File: config.mk
export PLATFORM = sky130hd
export DESIGN_NAME = signed_addsub_acc
export DESIGN_NICKNAME = d
export VERILOG_FILES = /design/src/rtl/signed_arith_pkg.sv /design/src/rtl/btn_sync_edge.sv /design/src/rtl/signed_addsub_acc.sv
export SDC_FILE = /design/constraint.sdc
export NUM_CORES = 1
export LEC_CHECK = 0
export CORE_MARGIN = 4
export CORE_UTILIZATION = 40
export CTS_BUF_LIST = sky130_fd_sc_hd__clkbuf_16
export DETAILED_ROUTE_END_ITERATION = 12
export PLACE_DENSITY = 0.6
export RECOVER_POWER = 100
export SLEW_MARGIN = 20
export SYNTH_ARGS = -nofsm -noshare
export SYNTH_HDL_FRONTEND = slang
export SYNTH_SLANG_ARGS = --single-unit
File: constraint.sdc
create_clock -name CLK -period 3.8 [get_ports CLK]
set_input_delay 0.76 -clock CLK [delete_from_list [all_inputs] [get_ports CLK]]
set_output_delay 0.76 -clock CLK [all_outputs]
set_load 0.02 [all_outputs]
File: src/rtl/signed_arith_pkg.sv
// Shared types and constants for the signed add/subtract accumulator.
package signed_arith_pkg;

  typedef enum logic [1:0] {
    IDLE = 2'd0,
    CALC = 2'd1,
    HOLD = 2'd2
  } state_t;

  localparam logic OP_ADD      = 1'b0;
  localparam logic OP_SUB      = 1'b1;
  localparam logic MODE_DIRECT = 1'b0;
  localparam logic MODE_ACC    = 1'b1;

endpackage

File: src/rtl/btn_sync_edge.sv
// Synchronises an asynchronous button level and flags its rising edge.
module btn_sync_edge #(
  parameter int SYNC_STAGES = 2
) (
  input  logic clk,
  input  logic rst,
  input  logic din,
  output logic level,
  output logic go_pulse
);

  logic [SYNC_STAGES-1:0] sync;
  logic                   prev;

  always_ff @(posedge clk or posedge rst) begin
    if (rst) begin
      sync <= '0;
      prev <= 1'b0;
    end else begin
      sync <= {sync[SYNC_STAGES-2:0], din};
      prev <= sync[SYNC_STAGES-1];
    end
  end

  assign level    = sync[SYNC_STAGES-1];
  assign go_pulse = level & ~prev;

endmodule

File: src/rtl/signed_addsub_acc.sv
// Button-triggered signed add/subtract with overflow flag, sign/magnitude
// output for the display and an optional accumulate mode.
module signed_addsub_acc
  import signed_arith_pkg::*;
#(
  parameter int WIDTH       = 5,
  parameter int SYNC_STAGES = 2
) (
  input  logic             CLK,
  input  logic             RST,
  input  logic [WIDTH-1:0] A,
  input  logic [WIDTH-1:0] B,
  input  logic             OP,
  input  logic             MODE,
  input  logic             GO,
  input  logic             CLR,
  output logic [WIDTH-1:0] RESULT,
  output logic [WIDTH-1:0] MAG,
  output logic             SIGN,
  output logic             VALID,
  output logic             DONE,
  output logic             BUSY
);

  localparam int MSB = WIDTH - 1;

  state_t           state, state_nxt;
  logic             go_level, go_pulse;
  logic [WIDTH-1:0] x_q, y_q, acc_q;
  logic             op_q, mode_q;
  logic [WIDTH-1:0] r, mag_c;
  logic             ovf;

  btn_sync_edge #(
    .SYNC_STAGES(SYNC_STAGES)
  ) u_go_sync (
    .clk     (CLK),
    .rst     (RST),
    .din     (GO),
    .level   (go_level),
    .go_pulse(go_pulse)
  );

  // Subtraction is done directly rather than via negating Y, so the most
  // negative Y needs no special case.
  always_comb begin
    r     = '0;
    ovf   = 1'b0;
    mag_c = '0;
    if (op_q == OP_SUB) begin
      r   = x_q - y_q;
      ovf = (x_q[MSB] != y_q[MSB]) && (r[MSB] != x_q[MSB]);
    end else begin
      r   = x_q + y_q;
      ovf = (x_q[MSB] == y_q[MSB]) && (r[MSB] != x_q[MSB]);
    end
    mag_c = r[MSB] ? -r : r;
  end

  always_ff @(posedge CLK or posedge RST) begin
    if (RST) state <= IDLE;
    else     state <= state_nxt;
  end

  always_comb begin
    state_nxt = state;
    case (state)
      IDLE:    if (!CLR && go_pulse) state_nxt = CALC;
      CALC:    state_nxt = HOLD;
      HOLD:    if (!go_level) state_nxt = IDLE;
      default: state_nxt = IDLE;
    endcase
  end

  always_ff @(posedge CLK or posedge RST) begin
    if (RST) begin
      x_q    <= '0;
      y_q    <= '0;
      op_q   <= OP_ADD;
      mode_q <= MODE_DIRECT;
      acc_q  <= '0;
      RESULT <= '0;
      MAG    <= '0;
      SIGN   <= 1'b0;
      VALID  <= 1'b1;
      DONE   <= 1'b0;
    end else begin
      DONE <= 1'b0;
      if (state == IDLE) begin
        if (CLR) begin
          acc_q  <= '0;
          RESULT <= '0;
          MAG    <= '0;
          SIGN   <= 1'b0;
          VALID  <= 1'b1;
        end else if (go_pulse) begin
          x_q    <= (MODE == MODE_ACC) ? acc_q : A;
          y_q    <= B;
          op_q   <= OP;
          mode_q <= MODE;
        end
      end else if (state == CALC) begin
        RESULT <= r;
        SIGN   <= r[MSB];
        VALID  <= ~ovf;
        MAG    <= mag_c;
        DONE   <= 1'b1;
        // An overflowed result never pollutes the running total.
        if (mode_q == MODE_ACC && !ovf) acc_q <= r;
      end
    end
  end

  assign BUSY = (state == CALC) || (state == HOLD);

endmodule

==> flow_metrics.env <==
export IMPL_path_depth=8
export IMPL_crit_arrival_ns=2.94
export IMPL_ant_nets=0
export IMPL_die_h_um=75.0
export IMPL_dieArea_mm2=0.00562
export IMPL_met1_length_um=1710
export IMPL_dp_cells=249
export IMPL_grt_pass1_wl_um=6320
export IMPL_cts_sinks=33
export IMPL_cp_max_fo=8
export IMPL_ys_ff_latch=33
export IMPL_place_gp_congestion=0.770
export IMPL_synth_distinct_cells=42
export IMPL_avgSynthCellArea_um2=10.4
export IMPL_timing_hold_ws_ns=0.351
export IMPL_wl_per_cell_um=14.9
export IMPL_die_w_um=75.0
export IMPL_max_freq_mhz=363
export IMPL_maxSlewViolCount=34
export IMPL_rows=24
export IMPL_core_mm2=0.00435
export IMPL_period_share=0.726
export IMPL_crit_type="flop to flop"
export IMPL_cp_start_kind="flop"
export IMPL_antenna_cells=0
export IMPL_path_delay_family="compound AO/OA/AOI/OAI gates"
export IMPL_fin_crit_ns=2.76
export IMPL_io_buffers=29
export IMPL_tightest_slew_ns=1.81
export IMPL_ff2ff_path_depth=8
export IMPL_skew_ns=0.00543
export IMPL_rr_startpoint="x_q[0]"
export IMPL_htree_levels=2
export IMPL_grt_setup_unrepaired="false"
export IMPL_netlist_area_mm2=0.00179
export IMPL_start_util=0.412
export IMPL_relSlewSlack=-0.205
export IMPL_max_vdd_ir_drop_mv=0.424
export IMPL_area_growth_pct=27.5
export IMPL_drive_gt1_frac=0.0829
export IMPL_required_ns=3.98
export IMPL_cp_end_kind="flop"
export IMPL_root_buffer="clkbuf_16"
export IMPL_vias=1330
export IMPL_synth_net_count=202
export IMPL_timing_rr_end="MAG[3]"
export IMPL_slowest_delay_ns=0.63
export IMPL_cts_tree="done"
export IMPL_drt_iter0_drc=48
export IMPL_gr_usage_all_layers=0.154
export IMPL_clk_latency_ns=0.28
export IMPL_via_per_inst=5.18
export IMPL_hold_viol=0
export IMPL_leakage_nw=1.08
export IMPL_synthCells=172
export IMPL_seq_area_um2=827
export IMPL_ys_warn_count=0
export IMPL_top_layer="met4"
export IMPL_grt_ovfl_total=0
export IMPL_routed_wl_um=3820
export IMPL_first_pass_iters=4
export IMPL_cts_buffers_inserted=5
export IMPL_crit_end="MAG[3]"
export IMPL_holdCritPathClass="flop to flop"
export IMPL_crit_path_cell_trace="ha_1, inv_1, fa_1, or3_1, a41o_2, xnor2_1, a21oi_1, o31ai_1"
export IMPL_cap_viol_max_count=1
export IMPL_status="complete, but fails checks"
export IMPL_cts_resized=0
export IMPL_cts_setup_buffers=0
export IMPL_reg2reg_slack_ns=1.04
export IMPL_powerDensity_mw_per_mm2=999
export IMPL_path_clk_slew_ns=0.05
export IMPL_grt_max_degree=34
export IMPL_fillCellCount=394
export IMPL_violations="max-capacitance violations, max-slew violations"
export IMPL_antenna_found_initial=0
export IMPL_cpMaxStageDelayCell="xnor2_1"
export IMPL_setup_viol=0
export IMPL_multi_input_area_um2=843
export IMPL_wl_met3_um=157
export IMPL_io_pins=30
export IMPL_dp_hpwl_um=2830
export IMPL_postCtsHoldBufs=0
export IMPL_nets=234
export IMPL_drc_errors=0
export IMPL_grt_pass1_vias=1356
export IMPL_path_buf_inv=1
export IMPL_fin_cells=257
export IMPL_ys_seq_area_frac=0.461
export IMPL_met2_length_um=1880
export IMPL_crit_start="x_q[0]"
export IMPL_clockBufferDepth=2
export IMPL_final_setup_tns_ns=0
-- cell families (layout without fill, tap and decap cells) --
| kind of cell | after synthesis | count (layout) | share of synthesized area |
|---|---|---|---|
| flip-flops | 33 | 33 | 0.461 |
| multiplexers | 15 | 15 | 0.0941 |
| AO/OA/AOI/OAI | 36 | 36 | 0.126 |
| buffers and inverters | 23 | 56 | 0.0523 |
| adder cells (fa/ha/maj) | 14 | 14 | 0.106 |
| AND/OR/NAND/NOR | 47 | 47 | 0.130 |
| XOR/XNOR | 4 | 4 | 0.0300 |
-- through the flow --
step	power [mW]	instance area, µm²	setup slack, ns	util
floorplan	1.54	1790	1.35	-
global placement	1.85	2130	1.26	0.490
detailed placement	1.89	2130	1.17	0.490
CTS	2.43	2320	1.16	0.534
global route	2.47	2290	0.749	0.525
finish	2.29	2290	1.04	0.525
-- layout by cell type, fill, tap and decap left out, types with 2 or more instances in the layout --
cell and instances:
nor2b_1 2, nand4_1 2, clkdlybuf4s50_1 12, mux2_1 4
o21ai_0 8, nand2_1 18, bufinv_16 2, a22o_1 4
inv_1 16, ha_1 12, a31oi_1 2, a21o_1 3
o21ai_1 4, clkbuf_16 5, dfrtp_1 32, nor2_1 12
clkbuf_1 2, fa_1 2, dlygate4sd3_1 17, a21oi_1 10
xor2_1 3, nand3_1 3, mux2i_1 9
-- sequential cells by signal, indices dropped and copies added, names as in the netlist --
register,count
DONE,1
op_q,1
state,2
u_go_sync.sync,2
MAG,4
acc_q,5
RESULT,5
y_q,5
x_q,5
VALID,1
mode_q,1
u_go_sync.prev,1
-- where the power goes --
part	switching, mW	leakage (nW)	internal, mW
combinational	0.677	0.566	0.480
sequential	0.113	0.421	0.491
clock	0.150	0.0938	0.374
-- routing by layer --
metal / vias up / global-route usage
met2: 25 / 0.251
met3: 6 / 0.0414
met5: - / 0
li1: 648 / -
met4: 0 / 0.0731
met1: 651 / 0.189
-- cells in the mapped netlist (all sizes together) --
library cell / count / area, µm²
dfrtp: 32 / 801
nand2: 18 / 72.6
inv: 17 / 63.8
nor2: 13 / 51.3
ha: 12 / 150
o21ai: 12 / 60.1
a21oi: 10 / 50.1
mux2i: 9 / 90.1
mux2: 5 / 56.3
a22o: 4 / 35.0
a21o: 3 / 22.5
buf: 3 / 18.8
clkbuf: 3 / 11.3
nand3: 3 / 15.0
xor2: 3 / 26.3
a31oi: 2 / 12.5
and3: 2 / 13.8
fa: 2 / 40.0
nand2b: 2 / 15.0
nand4: 2 / 12.5
nor2b: 2 / 12.5
a211o: 1 / 8.76
a221oi: 1 / 8.76
a32o: 1 / 10.0
a41o: 1 / 11.3
and2: 1 / 6.26
and4: 1 / 11.3
dfstp: 1 / 26.3
mux4: 1 / 22.5
nor3: 1 / 5.00
nor3b: 1 / 7.51
o31ai: 1 / 7.51
or3: 1 / 11.3
xnor2: 1 / 27.5
-- worst min path at each step --
stage / startpoint / end / slack (ns) / cells after the start
2_1_floorplan: u_go_sync.sync[0] / u_go_sync.sync[1] / 0.33 / 0
3_3_place_gp: u_go_sync.sync[0] / u_go_sync.sync[1] / 0.34 / 0
3_5_place_dp: u_go_sync.sync[0] / u_go_sync.sync[1] / 0.34 / 0
4_1_cts: u_go_sync.sync[0] / u_go_sync.sync[1] / 0.35 / 0
5_1_grt: u_go_sync.sync[0] / u_go_sync.sync[1] / 0.38 / 0
6_report: u_go_sync.sync[0] / u_go_sync.sync[1] / 0.35 / 0
-- layout make-up --
class,count,share of cell area
multi-input combinational,116,0.369
sequential,33,0.362
timing repair buffer,31,0.130
clock buffer,5,0.0547
clock inverter,3,0.0284
tap,52,0.0284
inverter,17,0.0279
Note: power is estimated with default switching activity, not from simulation.
